**config.mk**
```make
export PLATFORM = sky130hd
export DESIGN_NAME = ula_writeback_flat
export DESIGN_NICKNAME = d
export VERILOG_FILES = /design/src/rtl/ula_writeback_if.sv /design/src/rtl/ula_writeback.sv /design/src/flat_wrapper.sv
export SDC_FILE = /design/constraint.sdc
export NUM_CORES = 1
export LEC_CHECK = 0
export ABC_AREA = 1
export ABC_CLOCK_PERIOD_IN_PS = 5600
export CAP_MARGIN = 20
export CORE_MARGIN = 5
export CORE_UTILIZATION = 50
export CTS_BUF_LIST = sky130_fd_sc_hd__clkbuf_2 sky130_fd_sc_hd__clkbuf_4 sky130_fd_sc_hd__clkbuf_8
export CTS_CLUSTER_SIZE = 40
export DETAILED_ROUTE_END_ITERATION = 12
export PLACE_DENSITY = 0.84
export SLEW_MARGIN = 20
export SYNTH_ARGS = -nofsm -noshare
export SYNTH_HDL_FRONTEND = slang
export SYNTH_SLANG_ARGS = --single-unit
export TNS_END_PERCENT = 1
```
**constraint.sdc**
```tcl
create_clock -name clk -period 5.6 [get_ports clk]
set_input_delay 1.12 -clock clk [delete_from_list [all_inputs] [get_ports clk]]
set_output_delay 1.12 -clock clk [all_outputs]
set_load 0.02 [all_outputs]
```
**src/rtl/ula_writeback_if.sv**
```systemverilog
// Handshake bundle between the ALU, the writeback stage and the register file.
interface ula_writeback_if #(
  parameter int unsigned bits_palavra  = 16,
  parameter int unsigned bits_endereco = 4
);
  logic                     in_valido;
  logic                     in_pronto;
  logic [bits_palavra-1:0]  resultado_in;
  logic [bits_endereco-1:0] end_dest_in;
  logic                     escreve_in;
  logic [3:0]               flags_in;
  logic [3:0]               mascara_flags;

  logic                     wb_valido;
  logic                     wb_pronto;
  logic [bits_palavra-1:0]  wb_dado;
  logic [bits_endereco-1:0] wb_end;
  logic                     wb_escreve;

  // Environment side: ALU producer plus register-file acceptance.
  modport master (
    output in_valido, resultado_in, end_dest_in, escreve_in, flags_in, mascara_flags,
    output wb_pronto,
    input  in_pronto, wb_valido, wb_dado, wb_end, wb_escreve
  );

  // Writeback stage side.
  modport slave (
    input  in_valido, resultado_in, end_dest_in, escreve_in, flags_in, mascara_flags,
    input  wb_pronto,
    output in_pronto, wb_valido, wb_dado, wb_end, wb_escreve
  );
endinterface

```
**src/rtl/ula_writeback.sv**
```systemverilog
// ALU result/flag retirement: 2-entry result FIFO toward the register file,
// architectural flag register updated in issue order, branch condition evaluation.
module ula_writeback #(
  parameter int unsigned bits_palavra  = 16,
  parameter int unsigned bits_endereco = 4
) (
  input  logic                 clk,
  input  logic                 rst_n,
  ula_writeback_if.slave       bus,
  input  logic                 limpa_flags,
  output logic [3:0]           flags,
  input  logic [2:0]           cond_sel,
  output logic                 cond_ok
);

  localparam int unsigned PROF = 2;

  typedef struct packed {
    logic [bits_palavra-1:0]  resultado;
    logic [bits_endereco-1:0] end_dest;
    logic                     escreve;
  } entrada_t;

  entrada_t   mem_q [PROF];
  entrada_t   mem_d [PROF];
  entrada_t   head_q, head_d;
  entrada_t   entrada_in;
  logic       rd_ptr_q, rd_ptr_d;
  logic       wr_ptr_q, wr_ptr_d;
  logic [1:0] count_q, count_d;
  logic [3:0] flags_q, flags_d;
  logic       push, pop;

  assign entrada_in    = '{resultado: bus.resultado_in, end_dest: bus.end_dest_in,
                           escreve: bus.escreve_in};
  assign bus.in_pronto = (count_q != 2'd2);
  assign bus.wb_valido = (count_q != 2'd0);
  assign push          = bus.in_valido & bus.in_pronto;
  assign pop           = bus.wb_valido & bus.wb_pronto;

  assign bus.wb_dado    = head_q.resultado;
  assign bus.wb_end     = head_q.end_dest;
  assign bus.wb_escreve = head_q.escreve;
  assign flags          = flags_q;

  // FIFO bookkeeping; head register tracks the next head and holds when empty.
  always_comb begin
    mem_d    = mem_q;
    wr_ptr_d = wr_ptr_q;
    rd_ptr_d = rd_ptr_q;
    count_d  = count_q;
    head_d   = head_q;
    if (push) begin
      mem_d[wr_ptr_q] = entrada_in;
      wr_ptr_d        = ~wr_ptr_q;
    end
    if (pop) begin
      rd_ptr_d = ~rd_ptr_q;
    end
    case ({push, pop})
      2'b10:   count_d = count_q + 2'd1;
      2'b01:   count_d = count_q - 2'd1;
      default: count_d = count_q;
    endcase
    if (count_d != 2'd0) begin
      head_d = mem_d[rd_ptr_d];
    end
  end

  // Flag register: clear first, then masked update on push wins bit by bit.
  always_comb begin
    flags_d = limpa_flags ? 4'b0000 : flags_q;
    if (push) begin
      flags_d = (bus.mascara_flags & bus.flags_in) | (~bus.mascara_flags & flags_d);
    end
  end

  // Branch condition from the registered flags {Z,C,S,O}.
  always_comb begin
    cond_ok = 1'b0;
    case (cond_sel)
      3'b000:  cond_ok = 1'b1;
      3'b001:  cond_ok = flags_q[3];
      3'b010:  cond_ok = ~flags_q[3];
      3'b011:  cond_ok = flags_q[1];
      3'b100:  cond_ok = ~flags_q[1];
      3'b101:  cond_ok = flags_q[2];
      3'b110:  cond_ok = flags_q[0];
      default: cond_ok = flags_q[1] ^ flags_q[0];
    endcase
  end

  // State registers.
  always_ff @(posedge clk or negedge rst_n) begin
    if (!rst_n) begin
      mem_q    <= '{default: '0};
      head_q   <= '0;
      rd_ptr_q <= 1'b0;
      wr_ptr_q <= 1'b0;
      count_q  <= 2'd0;
      flags_q  <= 4'b0000;
    end else begin
      mem_q    <= mem_d;
      head_q   <= head_d;
      rd_ptr_q <= rd_ptr_d;
      wr_ptr_q <= wr_ptr_d;
      count_q  <= count_d;
      flags_q  <= flags_d;
    end
  end

endmodule

```
**src/flat_wrapper.sv**
```systemverilog
// flat-port wrapper written by rule: the top's interface ports become plain ports
module ula_writeback_flat 
#(
  parameter int unsigned bits_palavra  = 16,
  parameter int unsigned bits_endereco = 4
)
  (clk, rst_n, limpa_flags, flags, cond_sel, cond_ok, bus_in_valido, bus_resultado_in, bus_end_dest_in, bus_escreve_in, bus_flags_in, bus_mascara_flags, bus_wb_pronto, bus_in_pronto, bus_wb_valido, bus_wb_dado, bus_wb_end, bus_wb_escreve);
  ula_writeback_if #(.bits_palavra(bits_palavra), .bits_endereco(bits_endereco)) bus_i ();
  input  logic clk;
  input  logic rst_n;
  input  logic limpa_flags;
  output logic [3:0] flags;
  input  logic [2:0] cond_sel;
  output logic cond_ok;
  input wire logic [$bits(bus_i.in_valido)-1:0] bus_in_valido;
  input wire logic [$bits(bus_i.resultado_in)-1:0] bus_resultado_in;
  input wire logic [$bits(bus_i.end_dest_in)-1:0] bus_end_dest_in;
  input wire logic [$bits(bus_i.escreve_in)-1:0] bus_escreve_in;
  input wire logic [$bits(bus_i.flags_in)-1:0] bus_flags_in;
  input wire logic [$bits(bus_i.mascara_flags)-1:0] bus_mascara_flags;
  input wire logic [$bits(bus_i.wb_pronto)-1:0] bus_wb_pronto;
  output wire logic [$bits(bus_i.in_pronto)-1:0] bus_in_pronto;
  output wire logic [$bits(bus_i.wb_valido)-1:0] bus_wb_valido;
  output wire logic [$bits(bus_i.wb_dado)-1:0] bus_wb_dado;
  output wire logic [$bits(bus_i.wb_end)-1:0] bus_wb_end;
  output wire logic [$bits(bus_i.wb_escreve)-1:0] bus_wb_escreve;
  assign bus_i.in_valido = bus_in_valido;
  assign bus_i.resultado_in = bus_resultado_in;
  assign bus_i.end_dest_in = bus_end_dest_in;
  assign bus_i.escreve_in = bus_escreve_in;
  assign bus_i.flags_in = bus_flags_in;
  assign bus_i.mascara_flags = bus_mascara_flags;
  assign bus_i.wb_pronto = bus_wb_pronto;
  assign bus_in_pronto = bus_i.in_pronto;
  assign bus_wb_valido = bus_i.wb_valido;
  assign bus_wb_dado = bus_i.wb_dado;
  assign bus_wb_end = bus_i.wb_end;
  assign bus_wb_escreve = bus_i.wb_escreve;
  ula_writeback #(.bits_palavra(bits_palavra), .bits_endereco(bits_endereco)) u_core (.clk(clk), .rst_n(rst_n), .bus(bus_i), .limpa_flags(limpa_flags), .flags(flags), .cond_sel(cond_sel), .cond_ok(cond_ok));
endmodule
```
==> results <==
- The run finished with clean final reports.
- At the later pin of the worst-skew pair, clock insertion delay measures 0.34 ns.
- The slack of the worst reg-to-reg path is 2.02 ns.
- The initial utilization of the core area, before any placement, comes to 51.5%.
- The top cell type's share of synthesized area is 47.3%.
- The number of antenna violations at the first check in global routing was 0.
- The clock passes through at most 2 buffers.
- In the routed design, unresolved DRC markers number 0.
- The number of setup buffers added after CTS is 0.
- Input and output buffers added on the ports amount to 64.
- After detailed routing, the total wire length is 9600 um.
- In this run the worst path has a maximum fanout of 44.
- The die span in x is 96.6 um.
- The final worst clock skew is 0.00545 ns.
- Routability-driven placement finished with a final weighted congestion of 0.785.
- The number of cells on the worst reg-to-reg path is 10.
- The total setup violations reported at the end of the flow is 0.
- The commonest non-fill, non-tap cell in the layout is sky130_fd_sc_hd__nand2_1.
- The floorplan die height is 96.6 um.
- The filler-free cell count of the finished design is 688.
- VDD sags by at most 637 uV.
- In this run the static leakage power is 2.51 nW.
- The nature of the critical path startpoint is an input pin.
- Yosys attributes the largest share of cell area to sky130_fd_sc_hd__dfrtp_1 (47%), sky130_fd_sc_hd__nand2_1 (35%), sky130_fd_sc_hd__nand2_2 (3.8%).
- The share of the clock period used by the worst path is 75.8%.
- The netlist area before placement is 3750 um2.
- The end of the worst register-to-register path is u_core.bus.wb_dado[11].
- The detail route stage leaves a number of antenna-violating nets equal to 0.
- For this run, the register share of the synthesized area comes to 47.3%.
- The antenna diode count is 0.
- The violation count after the first detailed-routing iteration is 231.
- The number of cells on the worst hold path is 2.
- The die covers 9340 um2.
- The CTS clock-pin slew for the worst setup and hold paths is 0.07 ns.
- The relative max-transition margin is 39.7%.
- For the worst setup path, the data required time is 5.83 ns.
- sky130_fd_sc_hd__dfrtp_1 takes more of the synthesized area than any other cell.
- In the layout the commonest cells are sky130_fd_sc_hd__nand2_1 (354), sky130_fd_sc_hd__dfrtp_1 (71), sky130_fd_sc_hd__clkdlybuf4s50_1 (63), sky130_fd_sc_hd__nand2_2 (23), sky130_fd_sc_hd__nand4_1 (23).
- The first global-routing pass estimated 16200 um of wire.
- In this run, synthesis produced a sequential element count of 71.
- The final setup TNS is 0 ns.
- In the final routed layout, each cell accounts on average for 14.0 um.
- The synthesis warning total is 0.
- Based on the critical path, the design can be clocked at up to 236 MHz.
- The proportion of layout cells with a drive suffix above 1 is 7.98%.
- Global routing used 21.0% of the available tracks across all layers.
- For hold timing, the worst endpoint is u_core.mem_q[0].
- The category of the worst setup path capture point is a flip-flop.
- The area growth from synthesis to layout is 22.8%.
- The TritonCTS sink count is 71.
- Counting tap cells, the placed design contains a total of 674 instances.
- The cell sitting at the root of the clock tree is a sky130_fd_sc_hd__clkbuf_8.
- The post-cts repair resize count is 0.
- The post-synthesis net count is 572.
- The number of global-route vias before repair was 3301.
- The number of library cell types mapped by synthesis is 20.
- The number of max-slew violations in the final report is 0.
- CTS built an H-tree with a depth of 3.
- The class of the worst hold path is reg -> reg.
- The total iterations of the first detailed-routing run is 5.
- The worst register-to-register path begins at u_core.count_q[0].
- Setup repair after global routing left no endpoint under its margin.
- In this run the most critical hold path is launched from u_core.mem_q[0].
- The tool flagged a number of max-cap violations equal to 0.
- The detailed-route vias per instance is 5.15.
- The clock tree from TritonCTS is done.
- The average footprint of a synthesized cell is 7.03 um2.
- The number of buffers created by CTS is 9.
- Entering global routing, the biggest net connects 72 pins.
- For this design the top-level I/O count stands at 65.
- The count of final hold-check violations is 0.
- Data on the critical path arrives at its endpoint at 4.47 ns.
- Synthesis produced 534 cells.
- The ratio of total power to cell area is 588 nW/um2.
- Once detailed placement completed, the half-perimeter wirelength came to 6130 um.
- The shortest clock period the worst path allows after layout is 4.25 ns.
- The hold buffer count at CTS is 0.
- The total number of vias is 3545.
- The net count reported at finish is 624.
- The layout has 656 filler cells.
- The total congestion overflow after global routing is 0.
- The area inside the core boundary is 7290 um2.
- After floorplanning, the core was divided into 31 placement rows.
- For the pin with the worst max-slew slack, the measured transition is 0.902 ns.
- By startpoint and endpoint, the worst setup path is classified as in -> reg.
-- synthesized netlist by cell type, drive strengths merged --
cell,instances
a21oi,6
a22o,1
buf,24
clkbuf,5
dfrtp,71
ha,1
inv,11
nand2,377
nand3,5
nand4,23
nor2,4
o21ai,2
o311ai,1
or2,1
xor2,2
-- metal layers --
metal | up-vias | global-route usage, % | wire [um]
met5 | - | 0 | 0
met4 | 0 | 5.18 | 105
met3 | 10 | 5.25 | 554
met2 | 109 | 32.0 | 4470
met1 | 1680 | 29.9 | 4480
li1 | 1746 | - | -
-- sequential cells by signal, summed over array words and instances (netlist names) --
signal,cells
u_core.wr_ptr_q,1
u_core.flags,4
u_core.bus.wb_escreve,1
u_core.bus.wb_dado,16
u_core.bus.wb_end,4
u_core.rd_ptr_q,1
u_core.mem_q,42
u_core.count_q,2
-- worst max path at each step --
stage | slack (ns) | to | startpoint
after global routing | 1.02 | u_core.bus.wb_dado[10] | bus_in_valido
after floorplan | 2.87 | cond_ok | cond_sel[2]
final | 1.35 | u_core.bus.wb_dado[11] | bus_in_valido
after CTS | 1.38 | u_core.bus.wb_dado[6] | bus_in_valido
after global placement | 1.17 | u_core.bus.wb_end[0] | bus_in_valido
after detailed placement | 1.01 | u_core.bus.wb_dado[10] | bus_in_valido
-- logic make-up (layout without fill, tap and decap cells) --
| family | Yosys count | count (layout) | synth area share [%] |
|---|---|---|---|
| buffers and inverters | 40 | 95 | 5.73 |
| flip-flops | 71 | 71 | 47.3 |
| adder cells (fa/ha/maj) | 1 | 1 | 0.333 |
| AO/OA/AOI/OAI | 10 | 10 | 1.83 |
| AND/OR/NAND/NOR | 410 | 410 | 44.3 |
| XOR/XNOR | 2 | 2 | 0.467 |
-- worst max-delay path: stages --
cell	delay, ns
sky130_fd_sc_hd__clkdlybuf4s50_1	0.49
sky130_fd_sc_hd__nand2_2	0.51
sky130_fd_sc_hd__ha_1	0.56
sky130_fd_sc_hd__inv_1	0.09
sky130_fd_sc_hd__nand3_1	0.07
sky130_fd_sc_hd__nand2_1	0.52
sky130_fd_sc_hd__nand3_1	0.74
sky130_fd_sc_hd__nand2_1	0.27
sky130_fd_sc_hd__nand2_1	0.07
-- where the power goes --
group | switching, mW | internal, mW | total [mW]
Sequential | 0.134 | 0.738 | 0.873
Clock | 0.178 | 0.210 | 0.388
Combinational | 0.959 | 0.493 | 1.45
-- stage by stage --
step                      power [mW]  utilization, %  area [um2]  hold WS (ns)  setup WS [ns]
final                           2.71            63.2        4610         0.506           1.35
after global routing            2.95            63.2        4610         0.523           1.02
after CTS                       2.72            63.2        4610         0.507           1.38
after detailed placement        2.32            60.7        4420         0.489           1.01
after global placement          2.23            59.9        4370         0.481           1.17
after floorplan                 1.90               -        3750         0.468           2.87
-- final cells by class --
cell class / instances / area [um2] / share of cell area [%]
Multi-Input combinational cell: 423 / 1760 / 38.2
Inverter: 11 / 41.3 / 0.896
Clock buffer: 14 / 186 / 4.04
Sequential cell: 71 / 1780 / 38.5
Tap cell: 99 / 124 / 2.69
Timing Repair Buffer: 70 / 721 / 15.6
(Power assumes the default switching activity.)
